===== config.mk =====
export PLATFORM = sky130hd
export DESIGN_NAME = instr_encoder_loader
export DESIGN_NICKNAME = d
export VERILOG_FILES = /design/src/rtl/instr_encoder_loader.sv
export SDC_FILE = /design/constraint.sdc
export NUM_CORES = 1
export LEC_CHECK = 0
export ABC_AREA = 0
export CORE_UTILIZATION = 40
export CTS_BUF_LIST = sky130_fd_sc_hd__clkbuf_8
export DETAILED_ROUTE_END_ITERATION = 10
export PLACE_DENSITY = 0.76
export SYNTH_ARGS = -nofsm -noshare
export SYNTH_HDL_FRONTEND = slang
export SYNTH_SLANG_ARGS = --single-unit

===== constraint.sdc =====
create_clock -name clk -period 3 [get_ports clk]
set_input_delay 0.3 -clock clk [delete_from_list [all_inputs] [get_ports clk]]
set_output_delay 0.3 -clock clk [all_outputs]
set_load 0.02 [all_outputs]

===== src/rtl/instr_encoder_loader.sv =====
// instr_encoder_loader: packs symbolic MIPS instruction requests into 32-bit
// R/I/J words and writes them into consecutive instruction-memory words
// starting at address 0.
// Optional feature macro: ENC_ILLEGAL_TRAP_EN. When it is defined, illegal kinds
// set a sticky err flag and are not written. When it is undefined, illegal kinds
// are written as a NOP and err is tied low.
module instr_encoder_loader #(
    parameter int ADDR_W = 6
) (
    input  logic              clk,
    input  logic              rst_n,
    input  logic              start,
    input  logic              in_valid,
    output logic              in_ready,
    input  logic [3:0]        kind,
    input  logic [4:0]        rs,
    input  logic [4:0]        rt,
    input  logic [4:0]        rd,
    input  logic [15:0]       imm,
    input  logic [25:0]       target,
    output logic              imem_we,
    output logic [ADDR_W-1:0] imem_addr,
    output logic [31:0]       imem_wdata,
    output logic [ADDR_W:0]   count,
    output logic              full,
    output logic              err
);

    localparam int DEPTH = 2 ** ADDR_W;
    localparam logic [ADDR_W:0] DEPTH_CNT = DEPTH[ADDR_W:0];

    typedef enum logic [1:0] {
        IDLE,
        LOAD,
        FULL
    } state_t;

    state_t              state_q, state_d;
    logic                we_q, we_d;
    logic [ADDR_W-1:0]   addr_q, addr_d;
    logic [31:0]         wdata_q, wdata_d;
    logic [ADDR_W:0]     count_q, count_d;
    logic [ADDR_W:0]     count_inc;
    logic [31:0]         encoded;
    logic                accept;
    logic                write_en;

    // Pack the request fields into the opcode/funct layout the core decodes
    always_comb begin
        encoded = 32'h0000_0000;
        unique case (kind)
            4'd0:    encoded = {6'b100011, rs, rt, imm};
            4'd1:    encoded = {6'b101011, rs, rt, imm};
            4'd2:    encoded = {6'b000000, rs, rt, rd, 5'b00000, 6'b100000};
            4'd3:    encoded = {6'b000000, rs, rt, rd, 5'b00000, 6'b100010};
            4'd4:    encoded = {6'b000000, rs, rt, rd, 5'b00000, 6'b100100};
            4'd5:    encoded = {6'b000000, rs, rt, rd, 5'b00000, 6'b100101};
            4'd6:    encoded = {6'b000000, rs, rt, rd, 5'b00000, 6'b101010};
            4'd7:    encoded = {6'b001000, rs, rt, imm};
            4'd8:    encoded = {6'b000100, rs, rt, imm};
            4'd9:    encoded = {6'b000010, target};
            default: encoded = 32'h0000_0000;
        endcase
    end

    // start wins over everything, so the handshake is closed in a start cycle
    assign in_ready  = (state_q == LOAD) && !start;
    assign accept    = in_valid && in_ready;
    assign count_inc = count_q + 1'b1;

`ifdef ENC_ILLEGAL_TRAP_EN
    logic legal;
    logic err_q, err_d;

    assign legal    = (kind <= 4'd9);
    assign write_en = accept && legal;

    // Sticky trap flag: set by an accepted illegal kind, cleared only by start
    always_comb begin
        err_d = err_q;
        if (start) begin
            err_d = 1'b0;
        end else if (accept && !legal) begin
            err_d = 1'b1;
        end
    end

    // Error flag register
    always_ff @(posedge clk or negedge rst_n) begin
        if (!rst_n) begin
            err_q <= 1'b0;
        end else begin
            err_q <= err_d;
        end
    end

    assign err = err_q;
`else
    assign write_en = accept;
    assign err      = 1'b0;
`endif

    // Next-state and write-request logic; the write strobe defaults low each cycle
    always_comb begin
        state_d = state_q;
        we_d    = 1'b0;
        addr_d  = addr_q;
        wdata_d = wdata_q;
        count_d = count_q;
        if (start) begin
            state_d = LOAD;
            count_d = '0;
        end else if (write_en) begin
            we_d    = 1'b1;
            addr_d  = count_q[ADDR_W-1:0];
            wdata_d = encoded;
            count_d = count_inc;
            if (count_inc == DEPTH_CNT) begin
                state_d = FULL;
            end
        end
    end

    // State, write port and counter registers
    always_ff @(posedge clk or negedge rst_n) begin
        if (!rst_n) begin
            state_q <= IDLE;
            we_q    <= 1'b0;
            addr_q  <= '0;
            wdata_q <= 32'h0000_0000;
            count_q <= '0;
        end else begin
            state_q <= state_d;
            we_q    <= we_d;
            addr_q  <= addr_d;
            wdata_q <= wdata_d;
            count_q <= count_d;
        end
    end

    assign imem_we    = we_q;
    assign imem_addr  = addr_q;
    assign imem_wdata = wdata_q;
    assign count      = count_q;
    assign full       = (count_q == DEPTH_CNT);

endmodule


==> results.py <==
metrics = {
    "critical_path": {
        "crit_type": "reg2out",
        "endpoint": "full",
        "reg2reg_slack_ps": 1350,
        "cp_max_fo": 7,
        "worstPathRequired_ps": 2700,
        "ff2ff_path_depth": 5,
        "r2r_end": "state_q[0]",
        "cp-startpoint": "count[3]",
        "critPathCaptureType": "primary output",
        "r2r-start": "state_q[1]",
        "worstSetupStartpointType": "flip-flop",
        "critical_path_arrival_ps": 1980,
    },
    "floorplan": {
        "die_h_um": 84.4,
        "die_x_um": 84.4,
        "initial_core_util_pct": 42.1,
        "rows": 29,
        "placeableCoreArea_um2": 6460,
        "die-area_um2": 7130,
        "io_pins": 114,
    },
    "sta": {
        "setup_ws_ps": 717,
        "rsz0062_at_grt": "false",
        "finalHoldViolations": 0,
        "period_minus_slack_ps": 2280,
        "skew_ps": 5.86,
        "finalSetupViolCount": 0,
        "worst-slew-pin-transition_ps": 1040,
        "relSlewSlack_pct": 30.4,
        "drv_slew": 0,
        "tns_ps": 0,
        "period_share_pct": 76.1,
        "fmax_mhz": 438,
    },
    "yosys": {
        "synth-simple-area-share_pct": 18.7,
        "synth_seq_area_share_pct": 42.4,
        "muxShareOfSynthArea_pct": 0.783,
        "netlist_top_cells_area": "dfrtp_1, a22o_1, nand2_1",
        "synth_seq_cells": 46,
        "syn_avg_cell_area_um2": 9.18,
        "synth_top_family_by_area": "compound AO/OA/AOI/OAI gates",
        "async_flop_share_pct": 100,
        "synth_top_cells_by_count": "dfrtp_1, nand2_1, nor2_1, a22o_1, a221oi_1",
        "synth_edf_count": 0,
        "synth_top_area_cell": "dfrtp_1",
        "synth_cell_type_count": 56,
        "yosys.cell_count.top_type": "dfrtp_1",
        "yosys.area_share.adder_pct": 0.921,
        "synth_xor_area_share_pct": 1.61,
        "netlist_area_um2": 2720,
        "yosys_warnings": 0,
        "synth_top_area_share_pct": 42.4,
        "syn_inst": 296,
        "synthFlopType": "dfrtp_1",
        "synth_compound_area_share_pct": 28.4,
    },
    "route": {
        "ant_nets": 0,
        "drtIter0Drc": 146,
        "drt_pass1_iterations": 7,
        "drt_wl_total_um": 7250,
        "vias_per_cell": 5.59,
        "drc": 6,
        "routedWlPerCell_um": 15.4,
        "num_vias": 2625,
    },
    "global_route": {
        "met1_usage_pct": 27.5,
        "grt_util_met2_pct": 36.3,
        "use_met3_pct": 5.11,
        "overflow": 0,
        "globalRouteTotalUtil_pct": 21.4,
        "antenna_found_initial": 0,
        "grt_pass1_wl_um": 12300,
        "grt_pass1_vias": 2617,
        "busiest_layer": "met2",
        "grt_start_max_net_pins": 54,
    },
    "power": {
        "peakVddDrop_v": 0.000209,
        "p_leak_nw": 1.59,
        "power_density_nw_per_um2": 403,
    },
    "clock_tree": {
        "cts_tree": "done",
        "cts_resized": 0,
        "clk_latency_ps": 300,
        "clockBufferDepth": 2,
        "cts_num_sinks": 46,
        "cts_root_buffer": "clkbuf_8",
        "cts_setup_buffers": 0,
        "cts_max_level": 2,
        "postCtsHoldBufs": 0,
        "cts_made_buffers": 5,
        "clk_pin_slew_worst_paths_ps": 80,
    },
    "place": {
        "dpl.hpwl_um": 5300,
        "place_congestion": 0.830,
        "post-place-ws_ps": 757,
        "dpl.cell_count": 463,
        "io_buffers": 111,
    },
    "layout": {
        "multi_input_area_um2": 1380,
        "layout-drive-gt1-share_pct": 6.87,
        "nFillCells": 585,
        "final_cell_count_no_fill": 470,
        "nets": 460,
        "seqCellArea_um2": 1150,
        "antenna_cells": 0,
        "syn2layout_area_growth_pct": 42.6,
    },
    "status": {
        "violations": "design-rule violations",
        "status": "complete, but fails checks",
    },
    "job": {
        "drv_cap": 0,
    },
    "worst_hold_path": {
        "hold_class": "in2async",
    },
}
-- metrics by stage --
step	utilization, %	hold slack (ps)	area, um^2	power [W]
after floorplan	-	4.41	2720	0.000959
after global placement	58.8	455	3790	0.00120
after detailed placement	58.8	465	3790	0.00121
after CTS	60.0	225	3870	0.00158
after global routing	60.0	260	3870	0.00164
final	60.0	186	3870	0.00156
-- state kept, by name, indices dropped and copies added (netlist names) --
register	flops
imem_we	1
imem_addr	6
imem_wdata	30
count	7
state_q	2
-- placed cells by master, fill, tap and decap left out, types with 5 or more instances in the layout --
cell	netlist	routed
a2111oi_0	5	5
a21oi_1	9	9
a221oi_1	14	14
a22o_1	21	21
a22oi_1	7	7
buf_4	5	5
clkbuf_8	0	5
clkdlybuf4s50_1	0	110
dfrtp_1	46	46
inv_1	5	6
nand2_1	43	43
nor2_1	27	27
nor2b_1	7	7
nor3_1	6	6
o21ai_0	11	11
o21ai_1	9	9
-- area by class of cell --
cell class	instances	area share, %
clock buffers	5	1.78
flip-flops and latches	46	29.7
multi-input cells	217	35.6
repair buffers	116	29.5
clock inverters	2	0.291
inverters	7	0.678
well taps	77	2.49
-- critical path: stages (launching register included) --
cell	delay, ps
dfrtp_1	450
or2_2	330
nor4_1	250
clkdlybuf4s50_1	650
-- logic make-up (layout without fill, tap and decap cells) --
kind of cell	count (synthesis)	count (layout)
AND/OR/NAND/NOR	107	107
AO/OA/AOI/OAI	99	99
flip-flops	46	46
buffers and inverters	34	130
XOR/XNOR	5	5
adder cells (fa/ha/maj)	2	2
multiplexers	2	2
other	1	2
-- power breakdown --
group / internal (W) / switching [W]
clock network: 0.000157 / 0.000209
registers: 0.000676 / 0.0000365
logic: 0.000247 / 0.000238
-- worst min path at each step --
stage | slack, ps | cells after the start | endpoint | from
floorplan | 4 | 0 | count[0] | rst_n
global placement | 460 | 2 | imem_wdata[27] | imem_wdata[27]
detailed placement | 470 | 2 | imem_addr[2] | imem_addr[2]
CTS | 220 | 1 | count[6] | rst_n
global route | 260 | 1 | imem_addr[0] | rst_n
finish | 190 | 1 | imem_addr[0] | rst_n
-- metal layers --
layer | part of all wire, % | wire, um | up-vias
li1 | - | - | 1266
met1 | 44 | 3200 | 1258
met2 | 49 | 3530 | 92
met3 | 5.8 | 423 | 9
met4 | 1.3 | 93 | 0
met5 | 0 | 0 | -
No activity file was read; power rests on OpenSTA's default activity.
